===== src/rtl/fsk_ctrl_pkg.sv =====
// rtl/fsk_ctrl_pkg.sv - shared types and constants for the FSK frame controller
// Contents: fsk_state_t (ST_HUNT, ST_RECV), SYNC_WORD_DEF, WIDX_W.
package fsk_ctrl_pkg;

    typedef enum logic {
        ST_HUNT = 1'b0,
        ST_RECV = 1'b1
    } fsk_state_t;

    localparam logic [15:0] SYNC_WORD_DEF = 16'hEB90;
    localparam int          WIDX_W        = 8;

endpackage


===== src/rtl/fsk_sync_detect.sv =====
// rtl/fsk_sync_detect.sv - sync word hunter: shift register, fill counter, comparator
// Ports:
//   clk_16   in  bit-rate clock
//   reset    in  asynchronous active-low reset
//   bit_en   in  shift sig_reb into the hunt register this cycle
//   sig_reb  in  received bit (first received bit ends up as MSB)
//   clear    in  empty the hunt register and fill counter on the next edge
//   match    out combinational; the post-shift window is full and equals SYNC_WORD
module fsk_sync_detect
    import fsk_ctrl_pkg::*;
#(
    parameter logic [15:0] SYNC_WORD = SYNC_WORD_DEF
) (
    input  logic clk_16,
    input  logic reset,
    input  logic bit_en,
    input  logic sig_reb,
    input  logic clear,
    output logic match
);

    logic [15:0] hunt_q;
    logic [15:0] hunt_d;
    logic [4:0]  fill_q;
    logic [4:0]  fill_d;

    always_comb begin
        hunt_d = {hunt_q[14:0], sig_reb};
        fill_d = (fill_q == 5'd16) ? fill_q : fill_q + 5'd1;
    end

    // Evaluated on the value the register will hold after this shift, so
    // the 16th sync bit is recognised in the same cycle it arrives.
    assign match = bit_en && !clear && (fill_d == 5'd16) && (hunt_d == SYNC_WORD);

    always_ff @(posedge clk_16 or negedge reset) begin
        if (!reset) begin
            hunt_q <= 16'd0;
            fill_q <= 5'd0;
        end else if (clear) begin
            hunt_q <= 16'd0;
            fill_q <= 5'd0;
        end else if (bit_en) begin
            hunt_q <= hunt_d;
            fill_q <= fill_d;
        end
    end

endmodule


===== src/rtl/fsk_frame_ctrl.sv =====
// rtl/fsk_frame_ctrl.sv - FSK receive frame controller: sync hunt, word strobes, frame/timeout events
// Optional feature macro: FSK_SYNC_TIMEOUT_EN (idle timeout in RECV driving sync_lost).
// Ports:
//   clk_16       in  bit-rate clock shared with the deserializer
//   reset        in  asynchronous active-low reset
//   sig_reb      in  received demodulated bit
//   bit_en       in  qualifies sig_reb this cycle
//   trans_enable out one-cycle latch strobe for the deserializer parallel register
//   in_frame     out high while receiving payload
//   word_idx     out index of the word latched by the current trans_enable
//   frame_done   out one-cycle pulse with the last word's trans_enable
//   sync_lost    out one-cycle pulse on idle timeout (0 without FSK_SYNC_TIMEOUT_EN)
module fsk_frame_ctrl
    import fsk_ctrl_pkg::*;
#(
    parameter logic [15:0] SYNC_WORD   = SYNC_WORD_DEF,
    parameter int          FRAME_WORDS = 4,
    parameter int          TIMEOUT_CYC = 64
) (
    input  logic              clk_16,
    input  logic              reset,
    input  logic              sig_reb,
    input  logic              bit_en,
    output logic              trans_enable,
    output logic              in_frame,
    output logic [WIDX_W-1:0] word_idx,
    output logic              frame_done,
    output logic              sync_lost
);

    localparam logic [WIDX_W-1:0] LAST_WORD = WIDX_W'(FRAME_WORDS - 1);

    fsk_state_t        state_q, state_d;
    logic [3:0]        bit_cnt_q, bit_cnt_d;
    logic [WIDX_W-1:0] word_cnt_q, word_cnt_d;
    logic [WIDX_W-1:0] word_idx_d;
    logic              te_d;
    logic              fd_d;
    logic              clear_hunt;
    logic              hunt_en;
    logic              match;

`ifdef FSK_SYNC_TIMEOUT_EN
    localparam logic [16:0] TIMEOUT_LIM = 17'(TIMEOUT_CYC);
    logic [15:0] idle_q, idle_d;
    logic        sl_d;
`else
    logic unused_timeout;
    assign unused_timeout = ^TIMEOUT_CYC;
`endif

    // Payload bits must never reach the hunt register.
    assign hunt_en = bit_en && (state_q == ST_HUNT);

    fsk_sync_detect #(
        .SYNC_WORD (SYNC_WORD)
    ) u_sync_detect (
        .clk_16  (clk_16),
        .reset   (reset),
        .bit_en  (hunt_en),
        .sig_reb (sig_reb),
        .clear   (clear_hunt),
        .match   (match)
    );

    assign in_frame = (state_q == ST_RECV);

    always_comb begin
        state_d    = state_q;
        bit_cnt_d  = bit_cnt_q;
        word_cnt_d = word_cnt_q;
        word_idx_d = word_idx;
        te_d       = 1'b0;
        fd_d       = 1'b0;
        clear_hunt = 1'b0;
`ifdef FSK_SYNC_TIMEOUT_EN
        idle_d     = idle_q;
        sl_d       = 1'b0;
`endif
        case (state_q)
            ST_HUNT: begin
                if (match) begin
                    state_d    = ST_RECV;
                    bit_cnt_d  = 4'd0;
                    word_cnt_d = '0;
                    word_idx_d = '0;
`ifdef FSK_SYNC_TIMEOUT_EN
                    idle_d     = 16'd0;
`endif
                end
            end
            ST_RECV: begin
                if (bit_en) begin
                    bit_cnt_d = bit_cnt_q + 4'd1;
`ifdef FSK_SYNC_TIMEOUT_EN
                    idle_d    = 16'd0;
`endif
                    if (bit_cnt_q == 4'd15) begin
                        te_d       = 1'b1;
                        // word_idx reports the word being latched now; the
                        // running counter moves on to the next word.
                        word_idx_d = word_cnt_q;
                        if (word_cnt_q == LAST_WORD) begin
                            fd_d       = 1'b1;
                            state_d    = ST_HUNT;
                            clear_hunt = 1'b1;
                        end else begin
                            word_cnt_d = word_cnt_q + 1'b1;
                        end
                    end
                end
`ifdef FSK_SYNC_TIMEOUT_EN
                else if (({1'b0, idle_q} + 17'd1) >= TIMEOUT_LIM) begin
                    sl_d       = 1'b1;
                    state_d    = ST_HUNT;
                    clear_hunt = 1'b1;
                    idle_d     = 16'd0;
                end else begin
                    idle_d = idle_q + 16'd1;
                end
`endif
            end
            default: begin
                state_d = ST_HUNT;
            end
        endcase
    end

    always_ff @(posedge clk_16 or negedge reset) begin
        if (!reset) begin
            state_q      <= ST_HUNT;
            bit_cnt_q    <= 4'd0;
            word_cnt_q   <= '0;
            word_idx     <= '0;
            trans_enable <= 1'b0;
            frame_done   <= 1'b0;
        end else begin
            state_q      <= state_d;
            bit_cnt_q    <= bit_cnt_d;
            word_cnt_q   <= word_cnt_d;
            word_idx     <= word_idx_d;
            trans_enable <= te_d;
            frame_done   <= fd_d;
        end
    end

`ifdef FSK_SYNC_TIMEOUT_EN
    always_ff @(posedge clk_16 or negedge reset) begin
        if (!reset) begin
            idle_q    <= 16'd0;
            sync_lost <= 1'b0;
        end else begin
            idle_q    <= idle_d;
            sync_lost <= sl_d;
        end
    end
`else
    assign sync_lost = 1'b0;
`endif

endmodule

===== config.mk =====
export PLATFORM = sky130hd
export DESIGN_NAME = fsk_frame_ctrl
export DESIGN_NICKNAME = d
export VERILOG_FILES = /design/src/rtl/fsk_ctrl_pkg.sv /design/src/rtl/fsk_sync_detect.sv /design/src/rtl/fsk_frame_ctrl.sv
export SDC_FILE = /design/constraint.sdc
export NUM_CORES = 1
export LEC_CHECK = 0
export BUFFER_PORTS_ARGS = -buffer_cell sky130_fd_sc_hd__buf_4
export CAP_MARGIN = 20
export CORE_UTILIZATION = 57
export CTS_CLUSTER_DIAMETER = 150
export DETAILED_ROUTE_END_ITERATION = 10
export HOLD_SLACK_MARGIN = 0.1
export PLACE_DENSITY = 0.73
export SLEW_MARGIN = 25
export SYNTH_ARGS = -nofsm -noshare
export SYNTH_HDL_FRONTEND = slang
export SYNTH_SLANG_ARGS = --single-unit

===== constraint.sdc =====
create_clock -name clk_16 -period 5.6 [get_ports clk_16]
set_input_delay 1.12 -clock clk_16 [delete_from_list [all_inputs] [get_ports clk_16]]
set_output_delay 1.12 -clock clk_16 [all_outputs]
set_load 0.005 [all_outputs]

## After elaboration in Yosys (flattened, before gate mapping)

Cells that the tools add are included.

- Flip-flop bits (word level): 43
- Output and inout port bits: 12
- Word-level logic and storage cells: 58

- Add/subtract/negate cells: 3
- Eq/ne operators: 9
- Mux-type cells: 28
- Bitwise logic cells: 1
- Reductions and logical operators: 9

Operators with widths:

| kind | count |
|---|---|
| $mux W8 | 6 |
| $pmux W8 S2 | 2 |
| $mux W15 | 2 |
| $eq A16 B16 Y1 const B | 1 |
| $mux W5 | 3 |
| $mux W1 | 11 |
| $eq A5 B5 Y1 const B | 2 |
| $add A8 B1 Y8 const B | 1 |
| $eq A8 B2 Y1 const B | 1 |
| $mux W4 | 2 |
| $pmux W4 S2 | 1 |
| $ne A2 B2 Y1 const B | 3 |
| $add A5 B1 Y5 const B | 1 |
| $add A4 B1 Y4 const B | 1 |
| $eq A4 B4 Y1 const B | 1 |
| $logic_and A1 B1 Y1 | 4 |
| $reduce_and A4 Y1 | 1 |
| $reduce_and A3 Y1 | 1 |
| $ne A2 B1 Y1 const B | 1 |
| $pmux W1 S2 | 1 |
| $reduce_and A2 Y1 | 1 |
| $reduce_bool A2 Y1 | 1 |
| $logic_not A1 Y1 | 1 |
| $not A1 Y1 | 1 |

## Logic depth before layout (Yosys ltp)

- Depth after elaboration: 11
- Depth in mapped cells: 7
- Gate-level depth less buffers: 6

## Hierarchy

A second synthesis with hierarchy kept.

- Cells, all modules: 211
- Area, all modules: 2108.3 um2

Modules (own cells, without submodules):

| module | instances | cells each | area each (um2) |
|---|---|---|---|
| fsk_frame_ctrl | 1 | 118 | 1103.6 |
| fsk_sync_detect | 1 | 93 | 1004.7 |

## Least setup slack after synthesis

Ideal clock, no wire load.

- Kind: input -> register
- Start point: input port bit_en
- End point: register word_cnt_q[7]
- Setup time: 0.073 ns
- Arrival time: 2.233 ns
- Setup slack: 3.294 ns
- Stages: 4
- Buffers on the path: 0
- Cells stage by stage: nand4_2 -> or4_1 -> or3_1 -> a21oi_2

- Longest elaborated chain between the ends: 8
- Elaborated cells on any way between the ends: 10

RTL lines:

| element | line | RTL |
|---|---|---|
| start, declared | fsk_frame_ctrl.sv:23 | `input logic bit_en,` |
| $mux W1 | fsk_frame_ctrl.sv:93 | `if (bit_en) begin` |
| $mux W1 | fsk_frame_ctrl.sv:80 | `case (state_q)` |
| $logic_not A1 Y1 | fsk_sync_detect.sv:34 | `assign match = bit_en && !clear && (fill_d == 5'd16) && (hunt_d == SYNC_WORD);` |
| $logic_and A1 B1 Y1 (3 in series) | fsk_sync_detect.sv:34 |  |
| $ne A2 B2 Y1 (no source line) | -- |  |
| $reduce_and A4 Y1 (no source line) (*) | -- |  |
| end signal, assigned | fsk_frame_ctrl.sv:140 | `word_cnt_q <= word_cnt_d;` |
| end, declared | fsk_frame_ctrl.sv:35 | `logic [WIDX_W-1:0] word_cnt_q, word_cnt_d;` |

Every way passes the cells marked *; elsewhere a longest branch is shown, timed or not.
A chain may end at the register's enable or synchronous reset.

## Worst setup path after layout

- Start point: input port bit_en
- End point: register u_sync_detect.fill_q[3]

- Longest elaborated chain between the ends: 3
- Elaborated cells on any way between the ends: 5

RTL lines:

| element | line | RTL |
|---|---|---|
| $mux W1 | fsk_frame_ctrl.sv:93 |  |
| $mux W1 | fsk_frame_ctrl.sv:80 |  |
| $mux W5 / $reduce_bool A2 Y1 (equally long branches) | -- |  |
| end signal, assigned | fsk_sync_detect.sv:45 | `fill_q <= fill_d;` |
| end, declared | fsk_sync_detect.sv:24 | `logic [4:0] fill_q;` |

Several ways; a longest one is shown, not always the timed one.

==> summary.md <==
| Metric | Value |
|---|---|
| Status | `finished clean` |
| Post-synth top area cell | `dfrtp_1` |
| Cell area after synthesis | `2110 µm²` |
| Flip-flop and latch count after synthesis | `43` |
| Slew @ Worst Pin | `0.832 ns` |
| Hold Path Depth | `1` |
| CTS tree | `done` |
| Fin crit share | `45.4%` |
| Synth Flop Type | `dfrtp_1` |
| Fin. max-slew vios | `0` |
| Vias post-DR | `1525` |
| Gpl congestion | `0.920` |
| Total Routing Usage GR | `23.4%` |
| Pwr Total | `700 µW` |
| Syn-to-layout area delta | `9.86%` |
| Crit path arrival time | `2.70 ns` |
| Fillers | `274` |
| Most frequent cells after synthesis | `43 x dfrtp_1, 26 x nand2_1, 15 x a22o_1` |
| Syn Nets | `205` |
| Seq pwr share | `53.8%` |
| Post-synth EDFFs | `0` |
| P_leak | `0.00105 µW` |
| Core Box Area | `3440 µm²` |
| HPWL Detailed | `2710 µm` |
| Max-Slew Margin vs Limit | `44.3%` |
| Setup ws final | `3.06 ns` |
| Multi-input gate area | `942 µm²` |
| Hold EP | `u_sync_detect.hunt_q[7]` |
| Die W | `62.8 µm` |
| Distinct cells, synth | `50` |
| Clk slew on worst S/H paths | `0.07 ns` |
| R2R Setup Slk | `3.36 ns` |
| Global-route wire length before repair | `7100 µm` |
| R2R Path End | `word_idx[4]` |
| Clk root buf | `clkbuf_8` |
| Internal power | `516 µW` |
| Layout cells sized above 1 | `17.7%` |
| Peak Freq | `0.394 GHz` |
| Async SR Flop Fraction | `100%` |
| Drt drc | `0` |
| Worst reg2reg path depth | `7` |
| Clock Skews | `0.00358 ns` |
| Rows | `21` |
| Top cells by area, synth | `dfrtp_1 51%, a22o_1 6.2%, nand2_1 4.6%` |
| Gate power share | `13.8%` |
| Reg-to-reg startpoint | `u_sync_detect.fill_q[0]` |
| Period minus WS final | `2.54 ns` |
| Max clock buf depth | `2` |
| # Post-CTS Setup Buffers | `0` |
| H-tree depth | `2` |
| Worst Path Required | `5.76 ns` |
| Starting density of the core | `61.2%` |
| Drt first pass iters | `4` |
| Top Ports | `16` |
| VDD IR-drop max | `0.242 mV` |
| Routed len/inst | `15.1 µm` |
| Worst Hold Class | `reg2reg` |
| CTS Buf Count | `5` |
| HP Start | `u_sync_detect.hunt_q[7]` |
| DRC violation total after the first TritonRoute iteration | `97` |
| GRT overflow | `0` |
| Count leader, synth | `dfrtp_1` |
| CP endpoint kind | `register` |
| # nets final | `217` |
| Clock power share | `32.4%` |
| Sw Ratio | `26.3%` |
| Initial antenna violation count | `0` |
| Critical path peak fanout | `20` |
| Ant diodes | `0` |
| Number of synthesis warnings | `0` |
| Vias per cell | `5.98` |
| Setup TNS | `0 ns` |
| Die height | `62.8 µm` |
| Worst setup SP type | `input port` |
| Largest net degree at the start of global routing | `44` |
| Final Setup Violations | `0` |
| Post-CTS Hold Buffers | `0` |
| Input/output buffers | `14` |
| Number of global-route vias before repair | `1594` |
| Hold_ws | `0.522 ns` |
| Final wirelength | `3850 µm` |
| Unrepaired setup endpoints after global routing | `false` |
| Kind of critical path | `in2reg` |
| Final Hold Vio Count | `0` |
| Synth Instances | `197` |
| Post-placement setup slack | `2.80 ns` |
| Post-cts resize count | `0` |
| Die area | `3940 µm²` |
| # clock sinks | `43` |
| Register area | `1080 µm²` |
| Register area share after synthesis | `51.1%` |
| NetSw | `184 µW` |
| Mean Syn Cell Area | `10.7 µm²` |
| Max Cap Viol | `0` |
| Antenna-violating nets left | `0` |
| PwrDens | `303 nW/µm²` |
| Yosys top cell area share | `51.1%` |
| Worst-Skew Late Latency | `0.29 ns` |
[power by group through the flow]
stage / Combinational, µW / Clock [µW] / Sequential [µW]
floorplan: 85.6 / 0 / 366
global placement: 87.1 / 0 / 377
detailed placement: 96.0 / 0 / 380
CTS: 97.2 / 232 / 376
global route: 107 / 249 / 381
finish: 96.7 / 226 / 377
[placed cells by master (no fill, tap or decap), types with 3 or more instances in the layout]
cell	n
o21ai_0	10
clkbuf_8	5
nand3_1	6
o21ai_2	10
buf_4	15
xnor2_1	4
nand2b_1	3
dfrtp_1	43
nor2_1	8
nand2_1	26
nor3_1	4
a22o_1	15
nand4_1	3
inv_1	5
nor3b_1	3
a21oi_1	3
ha_1	4
[layer usage]
layer	vias to the layer above	global-route usage, %	wire length (µm)	part of all wire (%)
met3	7	6.93	134	3.5
li1	738	-	-	-
met1	749	28.5	1680	44
met5	-	0	0	0
met4	0	8.43	54	1.4
met2	31	39.1	1970	51
[worst max path at each step]
stage | from | to | slack (ns) | depth (start not counted)
CTS | bit_en | u_sync_detect.fill_q[3] | 3.11 | 5
finish | bit_en | u_sync_detect.fill_q[3] | 3.06 | 5
detailed placement | bit_en | u_sync_detect.fill_q[3] | 2.80 | 5
global placement | bit_en | u_sync_detect.fill_q[2] | 2.55 | 5
global route | bit_en | u_sync_detect.fill_q[3] | 2.88 | 5
floorplan | bit_en | word_cnt_q[7] | 3.29 | 4
[cell type report]
class	count	share of cell area [%]
multi-input cells	138	40.7
well taps	46	2.49
clock buffers	6	3.14
flip-flops and latches	43	46.5
clock inverters	1	1.30
inverters	6	0.973
repair buffers	15	4.87
[registers in the layout, indices dropped and copies added, names as in the netlist]
name                  cells
u_sync_detect.hunt_q     15
word_cnt_q                8
word_idx                  8
u_sync_detect.fill_q      5
bit_cnt_q                 4
frame_done                1
in_frame                  1
trans_enable              1
[critical path, cell delays in order]
cell	delay [ns]
buf_4	0.11
nor2b_2	0.69
a41oi_2	0.34
o21ai_0	0.32
o21ai_0	0.12
[metrics by stage]
step | util [%] | cells | instance area [µm²]
detailed placement | 64.2 | 248 | 2210
global placement | 64.2 | 248 | 2210
floorplan | - | 197 | 2110
global route | 67.2 | 255 | 2310
finish | 67.2 | 255 | 2310
CTS | 67.2 | 255 | 2310
[cells by family (layout without fill, tap and decap cells)]
logic type / Yosys count / count (layout) / synth area share [%]
fa+ha+maj: 4 / 4 / 2.38
xor+xnor: 4 / 4 / 1.66
buf+inv: 16 / 28 / 4.28
simple gates: 78 / 78 / 20.9
other cells: 1 / 1 / 0.178
compound gates: 50 / 50 / 19.1
flops: 43 / 43 / 51.1
mux: 1 / 1 / 0.475
Note: power is estimated with default switching activity, not from simulation.
